<file path="config.mk">
export PLATFORM = sky130hd
export DESIGN_NAME = dds_multimode_nco_flat
export DESIGN_NICKNAME = d
export VERILOG_FILES = /design/src/rtl/dds_multimode_nco_if.sv /design/src/rtl/dds_multimode_nco.sv /design/src/flat_wrapper.sv
export SDC_FILE = /design/constraint.sdc
export NUM_CORES = 1
export LEC_CHECK = 0
export BUFFER_PORTS_ARGS = -buffer_cell sky130_fd_sc_hd__buf_4
export CORE_ASPECT_RATIO = 0.6
export CORE_MARGIN = 4
export CORE_UTILIZATION = 30
export CTS_BUF_LIST = sky130_fd_sc_hd__clkbuf_8
export CTS_CLUSTER_SIZE = 20
export DETAILED_ROUTE_END_ITERATION = 12
export SETUP_SLACK_MARGIN = 0.2
export SLEW_MARGIN = 10
export SYNTH_ARGS = -nofsm -noshare
export SYNTH_HDL_FRONTEND = slang
export SYNTH_SLANG_ARGS = --single-unit
</file>
<file path="constraint.sdc">
create_clock -name clk_in -period 11.5 [get_ports clk_in]
set_input_delay 0.575 -clock clk_in [delete_from_list [all_inputs] [get_ports clk_in]]
set_output_delay 0.575 -clock clk_in [all_outputs]
set_load 0.01 [all_outputs]
</file>
<file path="src/rtl/dds_multimode_nco_if.sv">
// Configuration/sample bundle for dds_multimode_nco.
// master drives the controls and config words; slave (the NCO) drives the sample outputs.
interface dds_multimode_nco_if #(
  parameter int unsigned PHASE_W = 24,
  parameter int unsigned OUT_W   = 12,
  parameter int unsigned AMP_W   = 12
);
  logic                     enable_in;
  logic                     sync_in;
  logic                     load_in;
  logic [1:0]               wavesel_in;
  logic [PHASE_W-1:0]       ftw_in;
  logic [PHASE_W-1:0]       poff_in;
  logic [OUT_W-1:0]         duty_in;
  logic [AMP_W-1:0]         amp_in;
  logic signed [OUT_W-1:0]  wave_out;
  logic                     valid_out;
  logic                     wrap_out;
  logic                     busy_out;

  modport master (
    output enable_in, sync_in, load_in, wavesel_in, ftw_in, poff_in, duty_in, amp_in,
    input  wave_out, valid_out, wrap_out, busy_out
  );

  modport slave (
    input  enable_in, sync_in, load_in, wavesel_in, ftw_in, poff_in, duty_in, amp_in,
    output wave_out, valid_out, wrap_out, busy_out
  );
endinterface

</file>
<file path="src/rtl/dds_multimode_nco.sv">
// Multi-mode NCO: phase accumulator, deferred config transfer, two-stage wave/amp pipeline.
// Optional parabolic sine in mode 00 when NCO_PARABOLIC_SINE_EN is defined.
module dds_multimode_nco #(
  parameter int unsigned PHASE_W = 24,
  parameter int unsigned OUT_W   = 12,
  parameter int unsigned AMP_W   = 12
) (
  input logic                clk_in,
  input logic                rst_n_in,
  dds_multimode_nco_if.slave bus
);

  typedef struct packed {
    logic [1:0]         wsel;
    logic [PHASE_W-1:0] ftw;
    logic [PHASE_W-1:0] poff;
    logic [OUT_W-1:0]   duty;
    logic [AMP_W-1:0]   amp;
  } cfg_t;

  typedef enum logic {ST_IDLE, ST_PENDING} state_t;

  localparam logic [OUT_W-1:0] POS_FS = {1'b0, {(OUT_W-1){1'b1}}};
  localparam logic [OUT_W-1:0] NEG_FS = {1'b1, {(OUT_W-1){1'b0}}};

  state_t                        state_q, state_d;
  cfg_t                          cap, act_q, pend_q;
  logic [PHASE_W-1:0]            acc_q, phase;
  logic [PHASE_W:0]              sum;
  logic                          carry_evt, xfer, wrap_q;
  logic [OUT_W-1:0]              u, raw, raw_q, wave_q;
  logic [OUT_W-2:0]              tri_f;
  logic [AMP_W-1:0]              amp_q;
  logic                          v1_q, valid_q;
  logic signed [OUT_W+AMP_W-1:0] raw_ext, amp_ext, prod;
  logic                          unused_bits;

  assign cap = '{wsel: bus.wavesel_in, ftw: bus.ftw_in, poff: bus.poff_in,
                 duty: bus.duty_in, amp: bus.amp_in};

  assign sum       = {1'b0, acc_q} + {1'b0, act_q.ftw};
  assign carry_evt = bus.enable_in && !bus.sync_in && sum[PHASE_W];
  // Pending set moves to active on carry, sync or disable; a coincident load re-arms pending.
  assign xfer      = (state_q == ST_PENDING) && (carry_evt || bus.sync_in || !bus.enable_in);

  always_ff @(posedge clk_in) begin
    if (!rst_n_in) state_q <= ST_IDLE;
    else           state_q <= state_d;
  end

  always_comb begin
    state_d = state_q;
    if (bus.load_in)  state_d = ST_PENDING;
    else if (xfer)    state_d = ST_IDLE;
  end

  always_comb begin
    bus.busy_out = (state_q == ST_PENDING);
  end

  always_ff @(posedge clk_in) begin
    if (!rst_n_in) begin
      acc_q  <= '0;
      act_q  <= '0;
      pend_q <= '0;
      wrap_q <= 1'b0;
    end else begin
      acc_q  <= (!bus.enable_in || bus.sync_in) ? '0 : sum[PHASE_W-1:0];
      wrap_q <= carry_evt;
      if (xfer)        act_q  <= pend_q;
      if (bus.load_in) pend_q <= cap;
    end
  end

  assign phase = acc_q + act_q.poff;
  assign u     = phase[PHASE_W-1 -: OUT_W];

`ifdef NCO_PARABOLIC_SINE_EN
  localparam int unsigned SW = 2*OUT_W + 1;
  logic [OUT_W-1:0]     mag, comp, sine;
  logic signed [SW-1:0] x_ext, c_ext, sprod, sshift;

  // y = 4x(1-|x|) in Q(OUT_W-1): x*(1-|x|) scaled by 4/2^(OUT_W-1) is a shift by OUT_W-3.
  always_comb begin
    mag    = u[OUT_W-1] ? ('0 - u) : u;
    comp   = NEG_FS - mag;
    x_ext  = {{(OUT_W+1){u[OUT_W-1]}}, u};
    c_ext  = {{(OUT_W+1){1'b0}}, comp};
    sprod  = x_ext * c_ext;
    sshift = sprod >>> (OUT_W-3);
    if (!sshift[SW-1] && (sshift[SW-2:OUT_W-1] != '0)) sine = POS_FS;
    else                                               sine = sshift[OUT_W-1:0];
  end
`endif

  always_comb begin
    tri_f = u[OUT_W-1] ? ~u[OUT_W-2:0] : u[OUT_W-2:0];
    raw   = '0;
    case (act_q.wsel)
      2'b01:   raw = (u < act_q.duty) ? POS_FS : NEG_FS;
      2'b10:   raw = {~u[OUT_W-1], u[OUT_W-2:0]};
      2'b11:   raw = {~tri_f[OUT_W-2], tri_f[OUT_W-3:0], 1'b0};
`ifdef NCO_PARABOLIC_SINE_EN
      default: raw = sine;
`else
      default: raw = '0;
`endif
    endcase
  end

  always_ff @(posedge clk_in) begin
    if (!rst_n_in) begin
      raw_q <= '0;
      amp_q <= '0;
      v1_q  <= 1'b0;
    end else begin
      raw_q <= raw;
      amp_q <= act_q.amp;
      v1_q  <= bus.enable_in;
    end
  end

  assign raw_ext = {{AMP_W{raw_q[OUT_W-1]}}, raw_q};
  assign amp_ext = {{OUT_W{1'b0}}, amp_q};
  assign prod    = raw_ext * amp_ext;

  always_ff @(posedge clk_in) begin
    if (!rst_n_in) begin
      wave_q  <= '0;
      valid_q <= 1'b0;
    end else begin
      wave_q  <= v1_q ? prod[AMP_W +: OUT_W] : '0;
      valid_q <= v1_q;
    end
  end

  assign bus.wave_out  = wave_q;
  assign bus.valid_out = valid_q;
  assign bus.wrap_out  = wrap_q;
  assign unused_bits   = ^{phase, prod};

endmodule

</file>
<file path="src/flat_wrapper.sv">
// flat-port wrapper written by rule: the top's interface ports become plain ports
module dds_multimode_nco_flat 
#(
  parameter int unsigned PHASE_W = 24,
  parameter int unsigned OUT_W   = 12,
  parameter int unsigned AMP_W   = 12
)
  (clk_in, rst_n_in, bus_enable_in, bus_sync_in, bus_load_in, bus_wavesel_in, bus_ftw_in, bus_poff_in, bus_duty_in, bus_amp_in, bus_wave_out, bus_valid_out, bus_wrap_out, bus_busy_out);
  dds_multimode_nco_if #(.PHASE_W(PHASE_W), .OUT_W(OUT_W), .AMP_W(AMP_W)) bus_i ();
  input logic clk_in;
  input logic rst_n_in;
  input wire logic [$bits(bus_i.enable_in)-1:0] bus_enable_in;
  input wire logic [$bits(bus_i.sync_in)-1:0] bus_sync_in;
  input wire logic [$bits(bus_i.load_in)-1:0] bus_load_in;
  input wire logic [$bits(bus_i.wavesel_in)-1:0] bus_wavesel_in;
  input wire logic [$bits(bus_i.ftw_in)-1:0] bus_ftw_in;
  input wire logic [$bits(bus_i.poff_in)-1:0] bus_poff_in;
  input wire logic [$bits(bus_i.duty_in)-1:0] bus_duty_in;
  input wire logic [$bits(bus_i.amp_in)-1:0] bus_amp_in;
  output wire logic [$bits(bus_i.wave_out)-1:0] bus_wave_out;
  output wire logic [$bits(bus_i.valid_out)-1:0] bus_valid_out;
  output wire logic [$bits(bus_i.wrap_out)-1:0] bus_wrap_out;
  output wire logic [$bits(bus_i.busy_out)-1:0] bus_busy_out;
  assign bus_i.enable_in = bus_enable_in;
  assign bus_i.sync_in = bus_sync_in;
  assign bus_i.load_in = bus_load_in;
  assign bus_i.wavesel_in = bus_wavesel_in;
  assign bus_i.ftw_in = bus_ftw_in;
  assign bus_i.poff_in = bus_poff_in;
  assign bus_i.duty_in = bus_duty_in;
  assign bus_i.amp_in = bus_amp_in;
  assign bus_wave_out = bus_i.wave_out;
  assign bus_valid_out = bus_i.valid_out;
  assign bus_wrap_out = bus_i.wrap_out;
  assign bus_busy_out = bus_i.busy_out;
  dds_multimode_nco #(.PHASE_W(PHASE_W), .OUT_W(OUT_W), .AMP_W(AMP_W)) u_core (.clk_in(clk_in), .rst_n_in(rst_n_in), .bus(bus_i));
endmodule
</file>
==> run summary, run 1 <==
The number of flops mapped to enable cells by yosys came out at 0. The count of instances resized after the clock tree is built is 0. The width of the chip came out at 292 um. Dividing the detail-routed wire length by the instance count gives 16.2 um. The floorplan core area is 0.0478 sq mm. The distinct cell type count of the synthesized netlist is 72. The number of antenna violations at the first check in global routing came to 2. The final antenna diode count is 0. The starting density of the core came out at 30.3%. The worst hold slack came out at 0.258 ns. The number of cells produced by synthesis is 1,638. The slowest library cell on the worst path is sky130_fd_sc_hd__fa_1. Detailed placement finished with a half-perimeter wire length of 28,700 um. TritonCTS created 38 clock buffers. Setup repair after global routing left no endpoint under its margin. The final weighted congestion of routability-driven global placement is 0.886. The area growth from synthesis to final layout came out at 12.9%.

The routed via count divided by cell count came out at 4.91. The count of yosys warnings during synthesis came out at 0. The number of DRC violations after detailed routing is 0. STA classifies the critical path startpoint as a flip-flop.

Headroom to the max-slew limit came out at 27.1%. The total setup violations reported at the end of the flow is 0. The number of I/O port buffers came out at 93.

Across the run, the number of max-cap violations was 0. The maximum number of buffers from clock root to sink came out at 3. The largest net degree at the start of global routing came out at 103. The total detailed-routing wirelength came out at 37,900 um. The first global-routing pass estimated 61,700 um of wire. The total congestion overflow is 0. The library cells used most frequently in the layout, excluding fill and tap cells, are sky130_fd_sc_hd__dfxtp_1, sky130_fd_sc_hd__inv_1, sky130_fd_sc_hd__nor2_1, sky130_fd_sc_hd__ha_1, sky130_fd_sc_hd__nand2_1. In this run, post-CTS hold repair placed 0 buffers. The final number of hold-violating endpoints came out at 0. Clock-pin slew was measured on the worst setup and hold paths at 0.06 ns. The aggregate negative setup slack is 0 ns. The die area came out at 0.0520 sq mm. The class of the tightest hold or removal check is in -> reg.

The run finished with clean final reports. The post-CTS setup buffer count is 0. The number of nets handed over by synthesis was 1,943. The worst setup path is captured at a flip-flop. Clock skew on the completed layout was measured at 0.0369 ns. CTS placed an instance of sky130_fd_sc_hd__clkbuf_8 at the clock tree root. The die height is 178 um.

The footprint of the flip-flops and latches is 0.00425 sq mm. The CTS tree is done. The type of the worst setup path is reg -> reg. The area of combinational cells with multiple inputs is 0.00918 sq mm. The worst endpoint data arrival time came out at 6.13 ns. In this run the worst path has a maximum fanout of 9.

For this run, asynchronously set or reset flops after synthesis account for 0%. The worst vdd rail ir drop came out at 0.0624 mV. The biggest cell delay along the critical path is 0.55 ns. In this run the core area contains 62 standard-cell rows. The signal on the critical path passes through inv_1, nor2_1, fa_1, inv_1, fa_1, fa_1, inv_1, fa_1, inv_1, fa_1, inv_1, ha_1, and2_1, o2111ai_1, a31oi_1, a21oi_1, o21ai_0, xnor2_1, nor2_1. The fraction of layout cells with a size suffix above 1 is 10.6%. Of the available clock period, the critical path in the final layout requires 49.6%. The cell area that synthesis handed to floorplanning was 0.0145 sq mm. The commonest non-fill, non-tap cell in the layout is sky130_fd_sc_hd__dfxtp_1.

The post-synthesis register bit count came out at 212. The number of global-route vias before repair is 11,300. The final net count is 1,987. The H-tree level count is 2. The max-slew violation total from the final report is 0. The sequential-to-total area share from yosys stat came out at 29.3%. The total power draw is 1.58 mW. For the worst-skew pair, the clock arrives at the later sink with an insertion delay of 0.56 ns. For this run, the detailed router's first-pass iteration total came to 5. The number of DRC markers in iteration 0 is 846.

The most used flip-flop cell after synthesis is sky130_fd_sc_hd__dfxtp_1. The required arrival time at the worst endpoint came out at 11.92 ns. Averaged over all synthesized cells, the footprint is 8.85 sq um. The static leakage power is 7.42 nW. The achievable frequency came out at 175 MHz.

At the pin with the least slew margin, the transition time is 1.09 ns. For this design, the sink count on the clock tree is 212. The I/O pin total is 94. The count of vias placed by the detailed router came out at 11,500. The total power divided by cell area is 96.5 mW/mm^2.

The residual antenna-violating net count after detailed routing is 0. The total of fill cells in the finished design came out at 5,011. Global routing consumed, over all layers together, 14.6% of the routing resources.

The smallest clock period supported by the final layout is computed as 5.70 ns.
-- cell families after synthesis --
kind of cell | after synthesis | share of synthesized area (%)
compound gates | 382 | 16.8
xor+xnor | 36 | 2.18
fa+ha+maj | 226 | 24.7
buf+inv | 279 | 7.60
flops | 212 | 29.3
mux | 78 | 5.48
simple gates | 425 | 13.9
-- synthesized netlist by cell type, drive strengths merged (2+ instances only) --
cell	instances	area share (%)
nor3	20	0.69
o32ai	2	0.17
a2111oi	4	0.29
a21oi	109	3.8
or4	5	0.26
and2	61	2.7
dfxtp	212	29
o311ai	2	0.12
xor2	12	0.73
fa	100	14
buf	14	0.73
a211o	4	0.30
o211ai	82	4.3
a311oi	3	0.22
mux2i	77	5.4
xnor2	24	1.5
nand3	17	0.59
clkbuf	84	2.2
nand4b	2	0.12
o31ai	3	0.25
o21a	7	0.36
nor3b	6	0.31
o2111ai	2	0.12
and3	14	0.60
or3	3	0.13
inv	180	4.7
nor2	133	3.4
nand4	8	0.35
or2	7	0.32
nor2b	7	0.30
ha	126	11
a31oi	10	0.43
a211oi	9	0.64
nand2	118	3.1
a21o	18	0.93
o21ai	109	3.8
o21bai	6	0.31
o211a	2	0.14
nand2b	20	0.86
-- area by class of cell --
type                    count  share of cell area [%]
well taps                 640                    4.90
clock buffers              44                    3.70
clock inverters            18                   0.505
flip-flops and latches    212                    26.0
multi-input cells        1147                    56.1
inverters                 181                    4.17
repair buffers            102                    4.68
-- worst paths after layout --
path	start	end	slack, ns	depth (start not counted)
worst max-delay path	u_core.raw_q[11]$_SDFF_PN0_	u_core.bus.wave_out[11]$_SDFF_PN0_	5.80	19
worst min-delay path	bus_duty_in[0]	u_core.pend_q[12]$_SDFFE_PN0P_	0.26	3
worst max register to register	u_core.raw_q[11]$_SDFF_PN0_	u_core.bus.wave_out[11]$_SDFF_PN0_	5.80	19
worst min register to register	u_core.act_q[0]$_SDFFE_PN0P_	u_core.amp_q[0]$_SDFF_PN0_	0.46	1
-- critical path, delay by kind of cell, from the launching register on --
kind,cells,cell delay [ns]
fa+ha+maj,6,2.97
compound gates,4,1.13
flops,1,0.42
buf+inv,5,0.55
simple gates,3,0.33
xor+xnor,1,0.15
-- through the flow --
stage	setup slack [ns]	util (%)	std cells	area (sq um)
after global routing	5.38	34.2	2344	16400
after detailed placement	5.80	32.8	2282	15700
after CTS	5.77	34.2	2344	16400
after global placement	5.85	32.8	2282	15700
after floorplan	6.42	-	1638	14500
final	5.80	34.2	2344	16400
-- flip-flops by register name, indices dropped and copies added, names as in the netlist --
| name | flops |
|---|---|
| u_core.act_q | 74 |
| u_core.pend_q | 74 |
| u_core.acc_q | 24 |
| u_core.amp_q | 12 |
| u_core.bus.wave_out | 12 |
| u_core.raw_q | 12 |
| u_core.bus.busy_out | 1 |
| u_core.bus.valid_out | 1 |
| u_core.bus.wrap_out | 1 |
| u_core.v1_q | 1 |
-- layer usage --
metal,routed length (um),track usage [%],part of all wire (%),vias up
met1,19700,22.5,52,5488
met4,753,3.63,2.0,4
met3,2550,3.15,6.7,45
met5,22,0,0.058,-
met2,14900,20.5,39,323
li1,-,-,-,5639
-- power breakdown --
group	total (mW)	internal [mW]	switching, mW
clock network	0.657	0.346	0.310
registers	0.780	0.759	0.0207
logic	0.142	0.0601	0.0818
Note: power is estimated with default switching activity, not from simulation.
==> inputs of run 2 (changes only) <==
- clock period: 11.5 -> 5 ns (I/O delays scaled with it)
==> run 2 against run 1 <==
Net effect: maximum frequency grew 15%; worst setup slack lost 5.7 ns; clock power grew to 2.6 times the previous value; global-route usage grew 0.35 points; via count grew 3.7%; register-to-register slack lost 5.7 ns; clock skew grew 0.011 ns; final cell count grew 7.1%; sequential cell count is the same; critical endpoint is now u_core.bus.wave_out[10]$_SDFF_PN0_; highest routed layer is now met4.
==> run summary, run 2 (synthesis gave the netlist of run 1 again) <==
The total power divided by cell area came out at 212 mW/mm^2. The all-layer global routing usage is 15.0%. The worst hold path begins at rst_n_in. The number of I/O port buffers is 93. The die area is 0.0520 sq mm.

The maximum number of buffers from clock root to sink came out at 3. At the pin with the least slew margin, the transition time is 1.10 ns. The clock tree root driver cell is sky130_fd_sc_hd__clkbuf_8. The width of the chip is 292 um. The worst setup path is launched from a flip-flop. Of all nets on the critical path, the largest fanout is 5. The worst slew margin relative to its limit is 26.9%. Across all layers, the routed design uses 11,900 vias. Measured on the finished design, the core utilization comes to 38.3%. Static timing analysis puts the maximum clock frequency at 202 MHz.

The total congestion overflow is 0. The site row count came out at 62. The launch point of the critical path is u_core.raw_q[8]$_SDFF_PN0_.

The worst setup path is of the reg -> reg kind. The area of combinational cells with multiple inputs came out at 0.00943 sq mm. The reported max-cap violation count is 0. The H-tree level count is 2. Dividing the detail-routed wire length by the instance count gives 15.6 um. The final weighted congestion of routability-driven global placement is 0.873. In this run the standard cell core region covers 0.0478 sq mm. The worst vdd rail ir drop came out at 0.179 mV. The die height is 178 um. The non-filler instance count after layout came out at 2,510. The area growth from synthesis to final layout is 26.2%.

The starting density of the core came out at 30.3%. The number of global-route vias before repair was 12,000. The count of clock tree sinks is 212. Entering global routing, the biggest net connects 103 pins. The area of all placed cells without fillers is 0.0183 sq mm. The footprint of the flip-flops and latches came out at 0.00431 sq mm.

0 antenna diodes ended up in the layout. The clock latency on the worst-skew pair came out at 0.58 ns. The fraction of layout cells with a size suffix above 1 came out at 18.9%.

The static leakage power came out at 8.29 nW. The total of fill cells in the finished design is 4,813. The global-route wire length before repair is 63,700 um. Setup violations remaining at the end of the flow were counted as 0. The placed instances occupy a cell area of 0.0162 sq mm. The detail route stage leaves a number of antenna-violating nets equal to 0. The worst register-to-register path begins at u_core.raw_q[8]$_SDFF_PN0_. The library cell used most frequently in the layout, excluding fill and tap cells, is sky130_fd_sc_hd__dfxtp_1. At the worst endpoint, the required time is 5.41 ns.

The I/O pin total came out at 94. The top cell types in the final layout, fill and taps aside, are sky130_fd_sc_hd__dfxtp_1, sky130_fd_sc_hd__inv_1, sky130_fd_sc_hd__buf_4, sky130_fd_sc_hd__nor2_1, sky130_fd_sc_hd__ha_1. The run finished with clean final reports. For the final database, setup skew stands at 0.0483 ns. The clock-pin slew of the registers on the worst-case setup and hold paths is 0.07 ns. The worst endpoint data arrival time is 5.36 ns.

The number of DRC violations after detailed routing is 0. The number of DRC markers in iteration 0 is 877. The max-slew violation total from the final report came out at 0. The number of buffers created by CTS came out at 37. The final cycle utilization of the critical path is 99.0%. Setup repair after global routing could not meet its margin everywhere.

The clock period minus worst slack came out at 4.95 ns. The post-placement cell count is 2,346. The number of antenna violations at the first check in global routing came to 0. The pre-antenna-repair detailed-routing pass consisted of 4 iterations. The final number of hold-violating endpoints came out at 0.

The CTS tree is done. The worst setup path is captured at a flip-flop. The largest registers in the layout are u_core.act_q (74), u_core.pend_q (74), u_core.acc_q (24).

The worst hold path belongs to the class in -> reg. The routed via count divided by cell count came out at 4.75. The total detailed-routing wirelength is 39,200 um. The final net count is 2,148.

The HPWL after detailed placement is 28,900 um.
run 2: changes by cell type in the layout (fill, tap and decap cells not counted), moves of 8 or more:
| cell | delta |
|---|---|
| sky130_fd_sc_hd__dfxtp_4 | +14 |
| sky130_fd_sc_hd__buf_4 | +70 |
| sky130_fd_sc_hd__o21ai_0 | -8 |
| sky130_fd_sc_hd__dlygate4sd3_1 | +75 |
| sky130_fd_sc_hd__dfxtp_2 | +13 |
| sky130_fd_sc_hd__inv_2 | +8 |
| sky130_fd_sc_hd__dfxtp_1 | -27 |
| sky130_fd_sc_hd__buf_6 | +12 |
| sky130_fd_sc_hd__inv_1 | -14 |
run 2: final timing paths:
path | to | slack [ns] | cells after the start
worst min register to register | u_core.amp_q[11]$_SDFF_PN0_ | 0.45 | 1
worst min-delay path | u_core.bus.busy_out$_SDFFE_PN0P_ | 0.1 | 2
worst max-delay path | u_core.bus.wave_out[10]$_SDFF_PN0_ | 0.05 | 17
worst max register to register | u_core.bus.wave_out[10]$_SDFF_PN0_ | 0.05 | 17
run 2: routing by layer:
metal  routed length (um)  vias to the layer above  GRT usage, %
met5                    0                        -             0
met4                  548                        0          3.04
met3                 1680                       39          2.18
met2                15800                      242          21.8
met1                21100                     5680          23.3
li1                     -                     5967             -
run 2: timing repair:
action                                  4_1_cts  5_1_grt
hold buffers                                 75        0
pin swaps                                    56       21
buffers inserted                             19        4
endpoints found under the hold margin        75        0
gates resized for setup                      86       26
endpoints found under the setup margin       21       21
run 2: critical path: stages, from the launching register on:
cell	delay, ns
sky130_fd_sc_hd__dfxtp_4	0.36
sky130_fd_sc_hd__buf_12	0.13
sky130_fd_sc_hd__and2_4	0.13
sky130_fd_sc_hd__fa_1	0.55
sky130_fd_sc_hd__inv_2	0.05
sky130_fd_sc_hd__fa_1	0.50
sky130_fd_sc_hd__inv_1	0.06
sky130_fd_sc_hd__fa_2	0.54
sky130_fd_sc_hd__fa_1	0.44
sky130_fd_sc_hd__fa_1	0.45
sky130_fd_sc_hd__ha_1	0.22
sky130_fd_sc_hd__or3_4	0.35
sky130_fd_sc_hd__o2111ai_4	0.24
sky130_fd_sc_hd__a31oi_4	0.16
sky130_fd_sc_hd__a211o_1	0.31
sky130_fd_sc_hd__a21oi_2	0.14
sky130_fd_sc_hd__xor2_1	0.15
sky130_fd_sc_hd__nor2_1	0.05
run 2: power by group:
| group | switching (mW) | internal (mW) | leakage (nW) |
|---|---|---|---|
| Combinational | 0.210 | 0.191 | 6.11 |
| Clock | 0.769 | 0.934 | 0.441 |
| Sequential | 0.0418 | 1.74 | 1.74 |
| Total | 1.02 | 2.86 | 8.29 |
run 2: layout make-up:
cell class                 instances  area share (%)
tap                              640            4.38
clock buffer                      45            3.39
timing repair buffer             264            12.4
multi-input combinational       1147            51.6
sequential                       212            23.6
inverter                         181            3.73
clock inverter                    21           0.903
run 2: per-stage QoR:
stage	power (mW)	setup TNS, ns	hold slack, ns	worst slack, ns
global route	4.06	-0.807	0.0976	-0.169
floorplan	2.03	0	0.397	0.200
CTS	3.94	0	0.0728	0.0198
detailed placement	2.16	-1.54	0.432	-0.293
finish	3.88	0	0.0990	0.0517
global placement	2.15	-1.10	0.435	-0.278
==> inputs of run 3 (changes only) <==
- CORE_ASPECT_RATIO: 0.6 -> default
- CORE_UTILIZATION: 30 -> 35
==> run 3 against run 2 <==
Net effect: sequential share of layout area is essentially flat; maximum frequency grew 0.18%; final cell count shrank 4.0%; cell area about the same; combinational power down 1%; clock power is 8% higher; clock skew is 0.023 ns lower; wire length decreased by 4.1%; critical endpoint unchanged.
==> run summary, run 3 (synthesis gave the netlist of run 1 again) <==
The run finished with clean final reports. The library cell used most frequently in the layout, excluding fill and tap cells, is sky130_fd_sc_hd__dfxtp_1. The max-slew violation total from the final report came to 0. The smallest clock period supported by the final layout is computed as 4.94 ns. Pin placement for this block handled 94 I/O pins. Data arrives at the worst endpoint at 5.40 ns. The number of antenna violations at the first check in global routing is 0. The total detailed-routing wirelength came out at 37,600 um. The global-route wire length before repair is 62,500 um. The floorplan has 74 rows.

The die area came out at 0.0447 sq mm. The detail route stage leaves a number of antenna-violating nets equal to 0. The number of I/O port buffers is 93.

Max-cap violations in this run came to 0. The tree is rooted in a sky130_fd_sc_hd__clkbuf_8. The clock skew is 0.0251 ns. The area growth from synthesis to final layout came out at 26.4%. The highest net fanout along the worst path is 6.

The repair_antennas step left the layout with diodes totalling 0. The worst setup path is captured at a flip-flop. The total setup violations reported at the end of the flow is 0. The type of element launching the critical path is a flip-flop. The routed via count divided by cell count came out at 4.97. The width of the chip came out at 211 um.

The CTS tree is done. The achievable frequency came out at 202 MHz. The routed layout has 12,000 vias. The all-layer global routing usage is 17.0%. The final critical path takes up 98.8% of the cycle. For this design the static power due to leakage is 8.33 nW.

Summed over all layers, the global routing overflow is 0. The layer flagged by global routing as most heavily used is met2. CTS saw 212 sinks. The total power divided by cell area is 219 mW/mm^2. Counting the buffers created by CTS gives 39. The floorplan core area is 0.0409 sq mm. The worst slew margin relative to its limit came out at 30.7%. No sink is reached through more buffers than the 3 on the longest clock path. For this run, the post-layout net count is 2,154. The final number of hold-violating endpoints was 0. The clock-pin slew of the registers on the worst-case setup and hold paths is 0.07 ns. Across all setup checks in the final design, the least slack found is 0.0606 ns.

The number of DRC violations after detailed routing is 0. The detailed-placement wirelength estimate is 27,400 um. The largest registers in the layout are u_core.act_q (74), u_core.pend_q (74), u_core.acc_q (24). In the layout the commonest cells are sky130_fd_sc_hd__dfxtp_1, sky130_fd_sc_hd__buf_4, sky130_fd_sc_hd__inv_1, sky130_fd_sc_hd__nor2_1, sky130_fd_sc_hd__ha_1. Setup repair after global routing could not meet its margin everywhere. The clock latency on the worst-skew pair came out at 0.60 ns. The number of global-route vias before repair came out at 12,500.

The number of DRC markers in iteration 0 came out at 523. The met1 usage is 20.5%. The H-tree level count came out at 2. In this run the vertical extent of the chip is 211 um. Of the cells placed in the final design, the portion with a size suffix greater than 1 is 19.7%. In this run the worst hold path is classified as in -> reg. Before CTS, the worst setup slack after placement is -0.220 ns. The global routing usage on met2 came out at 30.3%.

The worst vdd rail ir drop came out at 0.207 mV. By startpoint and endpoint, the worst setup path is classified as reg -> reg. Data on the critical path is required at its endpoint by 5.46 ns. The final weighted congestion of routability-driven global placement is 0.889. The largest net degree at the start of global routing came out at 103. Hold timing on the final database bottoms out at a slack of 0.0448 ns. The detailed-route wire length per cell came out at 15.6 um.

Once the floorplan was initialized, standard cells occupied 35.4% of the core. At the pin with the least slew margin, the transition time is 1.04 ns. The met3 usage is 3.13%. The detailed-routing iteration count for the pre-antenna-repair pass is 5.
==> run 3: cell count changes in the layout (fill, tap and decap cells not counted), moves of 3 or more <==
cell                       change
sky130_fd_sc_hd__buf_4         +7
sky130_fd_sc_hd__clkinv_2      -7
sky130_fd_sc_hd__clkbuf_8      +8
sky130_fd_sc_hd__fa_1          -4
sky130_fd_sc_hd__ha_1          -3
sky130_fd_sc_hd__fa_2          +4
sky130_fd_sc_hd__buf_12        -3
==> run 3: path summary, 6_finish.rpt <==
kind | startpoint | to | cells after the start | slack, ns
min | rst_n_in | u_core.amp_q[4]$_SDFF_PN0_ | 2 | 0.04
min reg2reg | u_core.act_q[3]$_SDFFE_PN0P_ | u_core.amp_q[3]$_SDFF_PN0_ | 1 | 0.45
max reg2reg | u_core.amp_q[3]$_SDFF_PN0_ | u_core.bus.wave_out[10]$_SDFF_PN0_ | 17 | 0.06
max | u_core.amp_q[3]$_SDFF_PN0_ | u_core.bus.wave_out[10]$_SDFF_PN0_ | 17 | 0.06
==> run 3: what timing repair did <==
action,CTS,global route
gates resized for setup,84,40
buffers inserted,18,7
pin swaps,49,41
setup endpoints to repair,20,20
hold buffers,75,0
hold endpoints to repair,75,0
==> run 3: through the flow <==
stage	TNS [ns]	instances	utilization [%]	area (sq um)	total power [mW]
floorplan	0	1638	-	14600	2.03
global placement	-0.497	2240	39.3	16100	2.15
detailed placement	-0.982	2240	39.3	16100	2.16
CTS	0	2403	44.2	18100	4.07
global route	-0.774	2410	44.7	18300	4.19
finish	0	2410	44.7	18300	4.01
==> run 3: power breakdown <==
group	internal (mW)	switching, mW
clock	1.06	0.782
combinational	0.190	0.205
sequential	1.74	0.0378
==> run 3: area by class of cell <==
class                      count  area, sq um
tap                          532          666
inverter                     181          682
clock buffer                  53          729
clock inverter                17          154
timing repair buffer         268         2270
fill                        3958        22600
multi-input combinational   1147         9490
sequential                   212         4320
==> run 3: routing by layer <==
metal | up-vias | wire (um)
li1 | 5980 | -
met1 | 5738 | 16100
met2 | 192 | 18900
met3 | 68 | 1340
met4 | 0 | 1220
met5 | - | 0
==> run 3: worst max-delay path, cell delays in order (launching register included) <==
cell and delay [ns]:
sky130_fd_sc_hd__dfxtp_4 0.37, sky130_fd_sc_hd__buf_6 0.12, sky130_fd_sc_hd__and2_4 0.13, sky130_fd_sc_hd__fa_1 0.50, sky130_fd_sc_hd__fa_1 0.58, sky130_fd_sc_hd__fa_1 0.43, sky130_fd_sc_hd__fa_1 0.52, sky130_fd_sc_hd__inv_2 0.04
sky130_fd_sc_hd__fa_1 0.51, sky130_fd_sc_hd__inv_2 0.04, sky130_fd_sc_hd__ha_4 0.15, sky130_fd_sc_hd__or3_4 0.38, sky130_fd_sc_hd__o2111ai_4 0.26, sky130_fd_sc_hd__a31oi_4 0.15, sky130_fd_sc_hd__a211o_1 0.29, sky130_fd_sc_hd__a21oi_2 0.15
sky130_fd_sc_hd__xor2_1 0.15, sky130_fd_sc_hd__nor2_1 0.05
